### config.mk
export PLATFORM = sky130hd
export DESIGN_NAME = dma_cmd_queue
export DESIGN_NICKNAME = d
export VERILOG_FILES = /design/src/rtl/dma_cmd_queue.sv
export SDC_FILE = /design/constraint.sdc
export NUM_CORES = 1
export LEC_CHECK = 0
export ABC_AREA = 0
export ABC_CLOCK_PERIOD_IN_PS = 3900
export BUFFER_PORTS_ARGS = -buffer_cell sky130_fd_sc_hd__buf_2
export CAP_MARGIN = 20
export CORE_MARGIN = 2
export CORE_UTILIZATION = 35
export CTS_CLUSTER_DIAMETER = 60
export CTS_CLUSTER_SIZE = 8
export DETAILED_ROUTE_END_ITERATION = 12
export PLACE_DENSITY = 0.57
export REMOVE_ABC_BUFFERS = 1
export SLEW_MARGIN = 20
export SYNTH_ARGS = -nofsm -noshare
export SYNTH_HDL_FRONTEND = slang
export SYNTH_SLANG_ARGS = --single-unit
### constraint.sdc
create_clock -name HCLK -period 3.9 [get_ports HCLK]
set_input_delay 0.78 -clock HCLK [delete_from_list [all_inputs] [get_ports HCLK]]
set_output_delay 0.78 -clock HCLK [all_outputs]
set_load 0.01 [all_outputs]
### src/rtl/dma_cmd_queue.sv
// dma_cmd_queue: CPU command FIFO feeding the AHB-Lite master one command at a time.
// Commands are presented on NewCommandOn/o_dma_addr/o_buffer_length until Master_Done.
// Optional build macro: DMA_CMDQ_BACK2BACK_EN (chain the next command on Master_Done, skipping GAP).
module dma_cmd_queue #(
    parameter  int unsigned ADDR_W = 32,
    parameter  int unsigned LEN_W  = 6,
    parameter  int unsigned DEPTH  = 4,
    localparam int unsigned PW     = $clog2(DEPTH),
    localparam int unsigned CW     = $clog2(DEPTH) + 1
) (
    input  logic              HCLK,
    input  logic              HRESET,
    input  logic              wr_valid,
    output logic              wr_ready,
    input  logic [ADDR_W-1:0] wr_addr,
    input  logic [LEN_W-1:0]  wr_len,
    input  logic              cmd_flush,
    input  logic              CoreSystemStart,
    input  logic              Master_Done,
    output logic              NewCommandOn,
    output logic [ADDR_W-1:0] o_dma_addr,
    output logic [LEN_W-1:0]  o_buffer_length,
    output logic [CW-1:0]     o_count,
    output logic              o_overflow,
    output logic              o_zero_len_err
);

    typedef enum logic [1:0] {IDLE, ACTIVE, GAP} state_t;

    state_t            state_q, state_n;
    logic [CW-1:0]     count_q;
    logic [PW-1:0]     wr_ptr_q, rd_ptr_q;
    logic [ADDR_W-1:0] mem_addr [DEPTH];
    logic [LEN_W-1:0]  mem_len  [DEPTH];

    logic push, pop, has_cmd;

    assign wr_ready     = count_q < CW'(DEPTH);
    assign has_cmd      = count_q != '0;
    assign push         = wr_valid && wr_ready && (wr_len != '0) && !cmd_flush;
    assign NewCommandOn = state_q == ACTIVE;
    assign o_count      = count_q;

    // FSM state register
    always_ff @(posedge HCLK) begin
        if (HRESET) state_q <= IDLE;
        else        state_q <= state_n;
    end

    // Next-state and pop decision; flush blocks any issue in the same cycle
    always_comb begin
        state_n = state_q;
        pop     = 1'b0;
        case (state_q)
            IDLE: begin
                if (has_cmd && CoreSystemStart && !cmd_flush) begin
                    pop     = 1'b1;
                    state_n = ACTIVE;
                end
            end
            ACTIVE: begin
                if (Master_Done) begin
`ifdef DMA_CMDQ_BACK2BACK_EN
                    if (has_cmd && CoreSystemStart && !cmd_flush) pop = 1'b1;
                    else                                          state_n = GAP;
`else
                    state_n = GAP;
`endif
                end
            end
            GAP:     state_n = IDLE;
            default: state_n = IDLE;
        endcase
    end

    // Queue pointers and occupancy; flush wins over push and pop
    always_ff @(posedge HCLK) begin
        if (HRESET || cmd_flush) begin
            wr_ptr_q <= '0;
            rd_ptr_q <= '0;
            count_q  <= '0;
        end else begin
            if (push) wr_ptr_q <= wr_ptr_q + PW'(1);
            if (pop)  rd_ptr_q <= rd_ptr_q + PW'(1);
            if (push && !pop)      count_q <= count_q + CW'(1);
            else if (!push && pop) count_q <= count_q - CW'(1);
        end
    end

    // Entry storage; contents are only read behind valid pointers, so no reset
    always_ff @(posedge HCLK) begin
        if (push) begin
            mem_addr[wr_ptr_q] <= wr_addr;
            mem_len[wr_ptr_q]  <= wr_len;
        end
    end

    // Active command registers, loaded from the head on every pop
    always_ff @(posedge HCLK) begin
        if (HRESET) begin
            o_dma_addr      <= '0;
            o_buffer_length <= '0;
        end else if (pop) begin
            o_dma_addr      <= mem_addr[rd_ptr_q];
            o_buffer_length <= mem_len[rd_ptr_q];
        end
    end

    // Sticky error flags; a flush cycle discards the push without flagging it
    always_ff @(posedge HCLK) begin
        if (HRESET) begin
            o_overflow     <= 1'b0;
            o_zero_len_err <= 1'b0;
        end else if (!cmd_flush) begin
            if (wr_valid && !wr_ready)      o_overflow     <= 1'b1;
            if (wr_valid && wr_len == '0)   o_zero_len_err <= 1'b1;
        end
    end

endmodule

==> metrics.md <==
| Metric | Value |
|---|---|
| Library cells used by synthesis | 30 |
| Crit path DAT | between 3 and 4 ns |
| Reg2Reg Setup Slack | 1.36 ns |
| Critical path class | in -> reg |
| Worst skew pair latency | 0.52 ns |
| Synth Cell Area | 7470 µm² |
| HP Class | reg -> reg |
| Crit start category | primary input |
| H-Tree Depth | 1 |
| CP Capture Type | flip-flop |
| Largest net degree at the start of global routing | 45 |
| Ys async rst share | 0% |
| Flops & latches, synth | 201 |
| DRT antenna net count | 0 |
| R2R Path End | o_count[2] |
| Sequential area share after synthesis | 74.3% |
| Worst R2R Start | o_count[2] |
| Num ports | 89 |
| Tmin final | 2.65 ns |
| Setup violations, final | 0 |
| Layout cells sized above 1 | 31.5% |
| Width of the die | 150 µm |
| Post-Synthesis Cells | 439 |
| Hold_ws | around 0.47 ns |
| Routed wire length per instance | 19.3 µm |
| Skew final | between 0.01 and 0.015 ns |
| Power Density | 528 nW/µm² |
| Final hold vios | 0 |
| Final Max Tran Viols | 0 |
| MaxCap Viol Count | 0 |
| Fill cells | 1923 |
| Post-route DRC | 0 |
| Max transition margin | 38.6% |
| Worst EP required | between 4 and 5 ns |
| GRT Total Usage | 14.4% |
| First-pass GRT wire length | 24.6 mm |
| CTS resizes | 0 |
| Part of the cycle the worst path needs | 68.0% |
| RSZ-0062 raised after global routing | false |
| DRT iter0 DRCs | 268 |
| Grt total ovfl | 0 |
| Syn avg cell area | 17.0 µm² |
| Die Area | 22500 µm² |
| Worst vdd ir | ~0.31 mV |
| Post-Route Utilization | 43.3% |
| CTS clk-pin slew, worst paths | 0.05 ns |
| Core area | 21000 µm² |
| Drt first pass iters | 4 |
| Initial Util | 35.6% |
| Hold buffers post-CTS | 0 |
| Clock tree from TritonCTS | yes |
| Port Buf Inserts | 88 |
| Synth-to-layout area growth | 21.5% |
| Worst Setup SP | wr_len[3] |
| Initial antenna violation count | 0 |
| Max clock buf depth | 3 |
| Fraction of synthesized cell area taken by the top area cell type | 61.1% |
| Area leader, netlist | edfxtp_1 |
| Status | finished clean |
| Reg2reg path depth | 7 |
| Worst slew pin tran | 0.921 ns |
| # nets final | a little under 600 |
| Design Area, Final | 9080 µm² |
| Maximum clock rate | 377 MHz |
| Post-CTS setup buffer count | 0 |
| Post-synth EDFFs | about 150 |
| Vias in the first global route | 4286 |
| Static leakage | 3.05 nW |
| Final wirelength | 16.0 mm |
| CTS sink count | 201 |
| CTS buffer count | 29 |
| CP endpoint | o_count[2] |
| Placed Area | 8260 µm² |
| Total Negative Setup Slacks | 0 ns |
| Worst-path fanout max | 7 |
| Inserted Diodes | 0 |
| Ys flop type | edfxtp_1 |
| Rows | 53 |
| Drt via density | between 5 and 6 |
| Synth warn | 0 |
| Die height | 150 µm |
| Synth area leaders | edfxtp_1 61%, dfxtp_1 13%, mux4_2 11% |
| Post-DP HPWL | ~9.4 mm |
| Total number of vias | 4208 |
| CTS root buf | clkbuf_16 |
| Final RePlAce weighted congestion | 0.719 |
==> logic make-up after synthesis <==
logic type / synth area share, %
flip-flops: 74.3
AO/OA/AOI/OAI: 5.95
AND/OR/NAND/NOR: 4.67
multiplexers: 11.9
buffers and inverters: 1.93
adder cells (fa/ha/maj): 1.11
XOR/XNOR: 0.235
==> per-layer routing <==
metal	part of all wire, %	track usage, %	up-vias
met1	43	18.8	2159
met2	50	24.5	100
met4	1.7	3.44	0
met5	0	0	-
li1	-	-	1926
met3	5.1	3.11	23
==> per-stage QoR <==
step / instances / setup WS [ns] / power, W
after global placement: 778 / 0.739 / 0.00262
final: 830 / 1.25 / 0.00479
after global routing: 830 / 1.11 / 0.00497
after CTS: 830 / 1.24 / 0.00485
after floorplan: 408 / -1.26 / 0.00250
after detailed placement: 778 / 0.699 / 0.00263
==> area by class of cell <==
| type | count | area [µm²] | share of cell area (%) |
|---|---|---|---|
| clock inverters | 1 | 8.76 | 0.0965 |
| inverters | 6 | 22.5 | 0.248 |
| multi-input cells | 201 | 1800 | 19.8 |
| flip-flops and latches | 201 | 5550 | 61.2 |
| repair buffers | 95 | 543 | 5.98 |
| clock buffers | 51 | 808 | 8.91 |
| well taps | 275 | 344 | 3.79 |
==> worst min-delay path by stage <==
stage                             startpoint                 end  slack (ns)  cells after the start
after floorplan                  wr_ptr_q[1]         wr_ptr_q[1]        0.47                      2
after global placement    o_buffer_length[4]  o_buffer_length[4]        0.46                      2
after detailed placement      o_dma_addr[28]      o_dma_addr[28]        0.46                      2
after CTS                        wr_addr[16]     mem_addr[2][16]        0.46                      1
after global routing             wr_addr[30]     mem_addr[1][30]        0.47                      1
final                         o_dma_addr[20]      o_dma_addr[20]        0.47                      2
==> cells in the final DEF (no fill, tap or decap), types with 2 or more instances in the layout <==
cell type,n
o21ai_0,39
and2_2,4
xor2_1,2
a21oi_1,43
dfxtp_4,2
clkbuf_16,29
edfxtp_1,152
ha_1,5
nand3_1,39
inv_1,6
mux4_2,38
buf_12,4
nor2b_1,2
buf_2,88
nand2_1,5
buf_4,3
mux2i_1,3
nor2_1,6
dfxtp_1,47
clkbuf_1,22
==> worst max-delay path, stage by stage <==
cell and delay [ns]:
buf_2 0.13, nor4_1 0.10, a2111oi_2 0.74, ha_1 0.30, inv_1 0.06, fa_1 0.37
xor2_1 0.18, or3_1 0.30, a21oi_1 0.14
==> cells in the mapped netlist (all sizes together), types with 2 or more instances <==
| master | number |
|---|---|
| and2 | 4 |
| mux2i | 3 |
| nor2b | 2 |
| ha | 5 |
| nor2 | 6 |
| clkbuf | 27 |
| nand2 | 5 |
| nand3 | 39 |
| o21ai | 40 |
| a21oi | 43 |
| edfxtp | 152 |
| mux4 | 38 |
| xor2 | 2 |
| inv | 6 |
| or3 | 2 |
| dfxtp | 49 |
| buf | 4 |
==> state kept, by name, summed over array words and instances, names as in the netlist <==
name,count
o_overflow,1
o_buffer_length,6
rd_ptr_q,2
mem_len,24
o_zero_len_err,1
wr_ptr_q,2
o_count,3
o_dma_addr,32
mem_addr,128
state_q,2
==> report_power, final <==
group	internal, W	leakage (nW)	switching, W	total (W)
Combinational	0.0000771	0.888	0.000143	0.000220
Sequential	0.00234	1.78	0.0000180	0.00236
Clock	0.00138	0.387	0.000829	0.00221
Note: power is estimated with default switching activity, not from simulation.
